### src/rtl/hier_arb_pkg.sv
// Shared definitions for the hierarchical round-robin arbiter: default
// parameter values, the per-edge action encoding and a width helper.
package hier_arb_pkg;

  localparam int DEF_NUM_GROUPS = 2;
  localparam int DEF_GROUP_SIZE = 2;
  localparam int DEF_MAX_HOLD   = 8;

  // What the grant register does at the coming edge.
  typedef enum logic [1:0] {
    ACT_IDLE  = 2'd0,
    ACT_HOLD  = 2'd1,
    ACT_GRANT = 2'd2
  } arb_action_e;

  // $clog2 with a floor of 1 so single-entry indices still get a real bit.
  function automatic int clog2_min1(input int value);
    return (value <= 1) ? 1 : $clog2(value);
  endfunction

endpackage

### src/rtl/group_fixed_priority.sv
// Combinational lowest-index-first priority encoder for one requester group.
module group_fixed_priority
  import hier_arb_pkg::*;
#(
  parameter int GROUP_SIZE = DEF_GROUP_SIZE
) (
  input  logic [GROUP_SIZE-1:0]             req,
  output logic                              any_req,
  output logic [clog2_min1(GROUP_SIZE)-1:0] local_idx
);

  localparam int LW = clog2_min1(GROUP_SIZE);

  // Scan from the top down so the lowest set index is the last one written.
  always_comb begin
    any_req   = |req;
    local_idx = '0;
    for (int i = GROUP_SIZE - 1; i >= 0; i--) begin
      if (req[i]) local_idx = LW'(i);
    end
  end

endmodule

### src/rtl/hier_rr_arbiter.sv
// Two-level arbiter: fixed priority inside a group, round-robin between
// groups, registered grant locked to its holder until the holder drops req.
// Optional feature macro ARB_TIMEOUT_EN bounds the lock to MAX_HOLD cycles
// whenever another requester is waiting.
module hier_rr_arbiter
  import hier_arb_pkg::*;
#(
  parameter int NUM_GROUPS = DEF_NUM_GROUPS,
  parameter int GROUP_SIZE = DEF_GROUP_SIZE
`ifdef ARB_TIMEOUT_EN
  ,
  parameter int MAX_HOLD   = DEF_MAX_HOLD
`endif
) (
  input  logic                                         clk,
  input  logic                                         rst,
  input  logic [NUM_GROUPS*GROUP_SIZE-1:0]             req,
  output logic [NUM_GROUPS*GROUP_SIZE-1:0]             grant,
  output logic                                         grant_valid,
  output logic [clog2_min1(NUM_GROUPS*GROUP_SIZE)-1:0] grant_idx,
  output logic [clog2_min1(NUM_GROUPS)-1:0]            grant_group
);

  localparam int N  = NUM_GROUPS * GROUP_SIZE;
  localparam int IW = clog2_min1(N);
  localparam int GW = clog2_min1(NUM_GROUPS);
  localparam int LW = clog2_min1(GROUP_SIZE);

  logic [GW-1:0] rr_ptr;

  logic [N-1:0]  req_eff_p0;
  logic          hold_p0;
  logic          expire_p0;
  logic          grp_any_p0  [NUM_GROUPS];
  logic [LW-1:0] grp_lidx_p0 [NUM_GROUPS];
  logic [GW-1:0] win_group_p0;
  logic [IW-1:0] win_idx_p0;
  logic [N-1:0]  win_onehot_p0;
  logic [GW-1:0] next_ptr_p0;
  arb_action_e   action_p0;

`ifdef ARB_TIMEOUT_EN
  localparam int HW = clog2_min1(MAX_HOLD);
  logic [HW-1:0] hold_cnt;
  logic          others_p0;

  // Holder's lock expires once it has held MAX_HOLD cycles and someone waits;
  // its own bit is then hidden from the fresh arbitration.
  always_comb begin
    others_p0  = |(req & ~grant);
    expire_p0  = hold_p0 && (hold_cnt == HW'(MAX_HOLD - 1)) && others_p0;
    req_eff_p0 = expire_p0 ? (req & ~grant) : req;
  end
`else
  // Without the timeout the lock is unbounded and arbitration sees raw req.
  always_comb begin
    expire_p0  = 1'b0;
    req_eff_p0 = req;
  end
`endif

  // Holder keeps the grant while its own request bit stays high.
  always_comb begin
    hold_p0 = grant_valid && req[grant_idx];
  end

  for (genvar g = 0; g < NUM_GROUPS; g++) begin : g_grp
    group_fixed_priority #(
      .GROUP_SIZE (GROUP_SIZE)
    ) u_grp (
      .req       (req_eff_p0[g*GROUP_SIZE +: GROUP_SIZE]),
      .any_req   (grp_any_p0[g]),
      .local_idx (grp_lidx_p0[g])
    );
  end

  // Pick the first requesting group at or after the rr pointer, then build
  // the flat index, one-hot vector and the pointer value past the winner.
  always_comb begin
    logic found;
    int   gsel;
    int   nxt;
    found         = 1'b0;
    gsel          = 0;
    win_group_p0  = '0;
    for (int k = 0; k < NUM_GROUPS; k++) begin
      gsel = int'(rr_ptr) + k;
      if (gsel >= NUM_GROUPS) gsel = gsel - NUM_GROUPS;
      if (!found && grp_any_p0[gsel]) begin
        found        = 1'b1;
        win_group_p0 = GW'(gsel);
      end
    end
    win_idx_p0    = IW'(int'(win_group_p0) * GROUP_SIZE + int'(grp_lidx_p0[win_group_p0]));
    win_onehot_p0 = '0;
    win_onehot_p0[win_idx_p0] = 1'b1;
    nxt = int'(win_group_p0) + 1;
    if (nxt >= NUM_GROUPS) nxt = 0;
    next_ptr_p0 = GW'(nxt);
  end

  // Decide whether the coming edge holds, regrants or goes idle.
  always_comb begin
    action_p0 = ACT_IDLE;
    if (hold_p0 && !expire_p0) begin
      action_p0 = ACT_HOLD;
    end else if (|req_eff_p0) begin
      action_p0 = ACT_GRANT;
    end
  end

  // ---- stage boundary: arbitration result into the grant register ----
  // Grant register and rr pointer; the pointer only moves on a new grant.
  always_ff @(posedge clk) begin
    if (rst) begin
      grant       <= '0;
      grant_valid <= 1'b0;
      grant_idx   <= '0;
      grant_group <= '0;
      rr_ptr      <= '0;
    end else begin
      case (action_p0)
        ACT_GRANT: begin
          grant       <= win_onehot_p0;
          grant_valid <= 1'b1;
          grant_idx   <= win_idx_p0;
          grant_group <= win_group_p0;
          rr_ptr      <= next_ptr_p0;
        end
        ACT_IDLE: begin
          grant       <= '0;
          grant_valid <= 1'b0;
          grant_idx   <= '0;
          grant_group <= '0;
        end
        default: ;
      endcase
    end
  end

`ifdef ARB_TIMEOUT_EN
  // Hold counter: counts held cycles, saturates when nobody else waits.
  always_ff @(posedge clk) begin
    if (rst) begin
      hold_cnt <= '0;
    end else if (action_p0 == ACT_HOLD) begin
      if (hold_cnt != HW'(MAX_HOLD - 1)) hold_cnt <= hold_cnt + HW'(1);
    end else begin
      hold_cnt <= '0;
    end
  end
`endif

endmodule

### config.mk
export PLATFORM = sky130hd
export DESIGN_NAME = hier_rr_arbiter
export DESIGN_NICKNAME = d
export VERILOG_FILES = /design/src/rtl/hier_arb_pkg.sv /design/src/rtl/group_fixed_priority.sv /design/src/rtl/hier_rr_arbiter.sv
export SDC_FILE = /design/constraint.sdc
export NUM_CORES = 1
export LEC_CHECK = 0
export ABC_AREA = 1
export ABC_CLOCK_PERIOD_IN_PS = 1000
export CORE_AREA = 4 4 41 43
export CTS_BUF_LIST = sky130_fd_sc_hd__clkbuf_4 sky130_fd_sc_hd__clkbuf_8 sky130_fd_sc_hd__clkbuf_16
export DETAILED_ROUTE_END_ITERATION = 8
export DIE_AREA = 0 0 45 47
export PLACE_DENSITY = 0.65
export SYNTH_ARGS = -nofsm -noshare
export SYNTH_HDL_FRONTEND = slang
export SYNTH_SLANG_ARGS = --single-unit
### constraint.sdc
create_clock -name clk -period 1 [get_ports clk]
set_input_delay 0.1 -clock clk [delete_from_list [all_inputs] [get_ports clk]]
set_output_delay 0.1 -clock clk [all_outputs]
set_load 0.005 [all_outputs]
Word-level counts from Yosys, hierarchy flattened:

Cells that the tools add are included.

* register bits after elaboration: 9
* input port bits: 6
* output and inout port bits: 8
* logic and storage cells: 61

* $add $sub $neg: 5
* order comparisons: 9
* equality and inequality tests: 1
* mux-type cells: 29
* bitwise logic cells: 3
* reduce and logical (&&, ||, !) cells: 9

Operators with widths (count)
* 32-bit by 2-bit >= comparator with 1-bit output, second input constant: 2
* 32-bit 2-to-1 mux: 2
* 32-bit NOT: 2
* 1-bit 2-to-1 mux: 19
* 4-bit case mux with 2 select lines: 1
* 2-bit >= comparator, second input constant: 3
* 2-bit by 3-bit < comparator with 1-bit output, second input constant: 2
* 1-bit by 1-bit adder with 2-bit output, second input constant: 2
* 2-bit 2-to-1 mux: 2
* 1-bit case mux with 2 select lines: 2
* 2-bit case mux with 2 select lines: 1
* 2-bit OR reduction: 2
* 4-bit OR reduction: 1
* 1-bit logical AND: 3
* 1-bit by 2-bit subtractor with 3-bit output, second input constant: 1
* 2-bit by 2-bit subtractor with 3-bit output, second input constant: 1
* 2-bit by 1-bit adder with 2-bit output: 1
* 1-bit binary-select mux with 2-bit select: 1
* 1-bit demux with 2-bit select: 1
* 2-bit == test, second input constant: 1
* 1-bit by 2-bit >= comparator with 1-bit output, second input constant: 1
* 2-bit by 1-bit >= comparator with 1-bit output, second input constant: 1
* 2-bit logical NOT: 1
* 1-bit NOT with 2-bit output: 1
* other kinds (2): 2

Logic depth before layout (Yosys ltp):

* word-level depth: 20
* gate-level depth with buffers: 8
* mapped depth without buffers: 8

Hierarchy:

From an unflattened synthesis, not the netlist that was laid out.

* cells, all modules: 72
* area, all modules: 464.2 sq um

Modules (own cells, without submodules)
* hier_rr_arbiter: times used 1, cells an instance 64, area an instance 434.2 sq um, seq. area each 160.2 sq um
* group_fixed_priority: times used 2, cells an instance 4, area an instance 15.0 sq um, seq. area each 0.0 sq um

Worst setup path after synthesis:

OpenSTA, ideal clock, no wires.

* path type: reg-to-reg
* start: register grant_idx[0]
* end: register rr_ptr
* setup time: 114 ps
* arrival time: 925 ps
* data required time: 886 ps
* setup slack: -39 ps
* stages on the path, launching flop included: 8
* path buffers: 0
* period minus slack after synthesis: 1039 ps
* cells stage by stage: dfxtp_1 inv_2 nand2_1 nand3_2 nand2_4 nand2_4 a21oi_1 nor2_1

* longest elaborated chain between the ends: 5

RTL lines
* start, declared: line hier_rr_arbiter.sv:20 `output logic [clog2_min1(NUM_GROUPS*GROUP_SIZE)-1:0] grant_idx,`
* start signal, assigned: line hier_rr_arbiter.sv:126 `grant_idx <= win_idx_p0;`
* 1-bit binary-select mux with 2-bit select: line hier_rr_arbiter.sv:64 `hold_p0 = grant_valid && req[grant_idx];`
* 1-bit 2-to-1 mux (implied by the code): line hier_rr_arbiter.sv:64
* 1-bit logical AND: line hier_rr_arbiter.sv:64
* 2-bit 2-to-1 mux: line hier_rr_arbiter.sv:105 `if (hold_p0 && !expire_p0) begin`
* 2-bit == test: line hier_rr_arbiter.sv:122 `case (action_p0)`
* end signal, assigned: line hier_rr_arbiter.sv:128 `rr_ptr <= next_ptr_p0;`
* end, declared: line hier_rr_arbiter.sv:29 `logic [GW-1:0] rr_ptr;`

Every way passes these cells. The select of a mux whose other input is x is not followed.
A chain may end at the register's enable or synchronous reset.

Final worst setup path:

Ends and elaborated chain as after synthesis.

==> key figures <==
Outcome
  – Status: finished with violations
  – Violated checks: negative setup slack

Finish
  – NumNets Final: 91
  – Final Instance Count excl. Fillers: 98
  – # diodes: 0
  – Layout cell share with drive strength beyond 1: 34.94%
  – Area growth from synthesis to layout: 62.54%
  – Fin area: 705.7 sq um
  – Util after Layout: 54.23%
  – Fillers: 142

Logic synthesis
  – Synthesized area: 434.2 sq um
  – Synth area leader: dfxtp_1
  – Count of cell types in the netlist: 15
  – Yosys warns: 0
  – Synth area leaders: dfxtp_1 37%, a21oi_1 10%, nand2_1 8.6%
  – FF+latch count, synth: 8
  – Async S/R FF share, synth: 0%
  – Syn_nets: 68
  – Top FF cell, synth: dfxtp_1
  – Mapped Cells: 62
  – Seq/Total Area, Yosys: 36.89%
  – Mean Syn Cell Area: 7.003 sq um
  – Commonest cells in the netlist: 10 x nand2_1, 9 x a21oi_1, 8 x dfxtp_1
  – Number of synthesized flops with an enable pin: 0
  – Count leader, synth: nand2_1
  – Share of the synthesized area in the top cell type: 36.89%

Power
  – Pwr Density: 1305 nW/um^2
  – Power consumption: 0.9206 mW
  – Leak Pwr: 0.3383 nW
  – Worst vdd ir: 0.6963 mV

Global routing
  – Initial antenna violation count: 0
  – Number of global-route vias before repair: 412
  – Largest net degree at the start of global routing: 8
  – Gr usage total: 11.41%
  – Gr ovfl total: 0
  – Global-route wire length before repair: 1.683 mm

Setup path
  – WP data required: 1.15 ns
  – Worst setup EP type: flip-flop
  – CP arrival: 1.20 ns
  – CP max stage cell: dfxtp_4
  – CP Cell Sequence: nand2_1 > nand3b_4 > nand2_8 > nand2_8 > a21oi_4 > nor2_1
  – Crit path kind: flip-flop to flip-flop
  – CP top delay family: simple AND/OR/NAND/NOR gates
  – Type of origin of the critical path: flip-flop
  – Max stage delay on crit path: 0.36 ns
  – R2R Path Start: grant_idx[0]
  – CP Max Fanout: 7
  – CP startpoint: grant_idx[0]
  – Worst path buffer plus inverter count: 0
  – Most common cell on crit path: nand2_8

STA
  – Unrepaired setup endpoints after global routing: yes
  – Achievable frequency: 944.9 MHz
  – Slew headroom: 86.96%
  – Worst Skew: 0.0006288 ns
  – Worst hold slack: 0.4405 ns
  – Setup ws final: -0.05834 ns
  – Final setup vio count: 4
  – Least-Margin Pin Slew: 0.1949 ns
  – Final period utilization: 105.8%
  – Minimum clock period: 1.058 ns
  – Hold Vio Cnt, Final: 0
  – Slew Viols, Final: 0

Clocking
  – CTS root buffer: clkbuf_4
  – Clk slew on worst S/H paths: 0.05 ns
  – CTS Sinks: 8
  – H-tree depth: 1
  – CTS Buf Count: 3
  – CTS tree: done
  – Clk buf depth: 2
  – Worst skew pair latency: 0.25 ns

Placed design
  – Hpwl dp: 773.2 um
  – Routability cong.: 0.8283
  – I/O Buffers: 13
  – Dpl cells: 93
  – Cell Area, Placed: 619.3 sq um

Floorplanning
  – Die X: 45 um
  – Core area: 1301 sq um
  – Num ports: 14
  – Die span in y: 47 um
  – Row cnt: 13
  – Die ar.: 2115 sq um
  – Initial Util: 33.37%

Route
  – DR iter-0 viols: 8
  – First-pass DRT Iterations: 3
  – Drt total wl: 1.004 mm
  – Routed len/inst: 10.24 um
  – # DRC: 0
  – ANT nets after route: 0
  – Via Count: 447
  – DR vias/cell: 4.561

Min path
  – Tightest Hold Check Type: primary input to flip-flop
  – Hold Path Origin: req[0]

Flow run
  – Max_cap viols: 0
-- layout make-up --
| cell class | count | area (sq um) | share of cell area [%] |
|---|---|---|---|
| inverters | 10 | 40.04 | 5.674 |
| repair buffers | 20 | 168.9 | 23.94 |
| flip-flops and latches | 8 | 167.7 | 23.76 |
| clock buffers | 3 | 22.52 | 3.191 |
| well taps | 15 | 18.77 | 2.660 |
| multi-input cells | 42 | 287.8 | 40.78 |
-- sequential cells by signal, indices dropped and copies added (netlist names) --
name and cells:
grant_idx 2, grant_valid 1, rr_ptr 1, grant 4
-- layer usage --
layer	up-vias	track usage, %	wire, um
met5	-	0	0
met4	0	4.678	0
met3	0	6.897	69
met2	11	16.10	510
met1	198	13.99	424
li1	238	-	-
-- path summary, 6_finish.rpt --
path / slack, ns / end / cells past startpoint
worst max-delay path: -0.06 / rr_ptr / 6
worst min-delay path: 0.44 / grant_valid / 4
worst max register to register: -0.06 / rr_ptr / 6
worst min register to register: 0.48 / grant[0] / 2
-- metrics by stage --
step | setup WS, ns | setup TNS, ns
floorplan | 0.01129 | 0
global placement | -0.3575 | -2.360
detailed placement | -0.3900 | -2.575
CTS | -0.02487 | -0.04256
global route | -0.1325 | -0.7424
finish | -0.05834 | -0.1347
-- kinds of logic after synthesis --
group / after synthesis / share of synthesized area [%]
and+or+nand+nor: 32 / 40.35
buffers and inverters: 12 / 11.24
AOI/OAI and AO/OA: 10 / 11.53
DFF: 8 / 36.89
-- power by group --
| part | switching [mW] | internal [mW] | total [mW] |
|---|---|---|---|
| clock | 0.101 | 0.137 | 0.238 |
| sequential | 0.0274 | 0.350 | 0.378 |
| combinational | 0.162 | 0.143 | 0.305 |
| total | 0.291 | 0.630 | 0.921 |
-- worst min-delay path: cells and delay by family --
| family | cells | cell delay [ns] |
|---|---|---|
| compound gates | 1 | 0.12 |
| buf+inv | 2 | 0.36 |
| simple gates | 1 | 0.07 |
-- repair_timing --
item                       4_1_cts  5_1_grt
setup endpoints to repair       15        7
buffers inserted                 2        0
pin swaps                        2        4
hold endpoints to repair         0        0
hold buffers                     0        0
gates resized for setup         17        8
-- cell usage in the layout (no fill, tap or decap) --
master and count:
dlygate4sd2_1 11, nand2_1 9, inv_1 7, nand3_1 7
buf_4 7, a21oi_1 6, dfxtp_1 6, nor2_1 5
nand2_2 3, clkbuf_4 3, nand2_4 2, nand2_8 2
nor2_2 2, inv_2 2, a21oi_2 2, dfxtp_4 2
clkdlybuf4s50_1 2, inv_4 1, nand3b_4 1, nand3_4 1
o21ai_1 1, a21oi_4 1
Power figures use the tool's default switching activity.
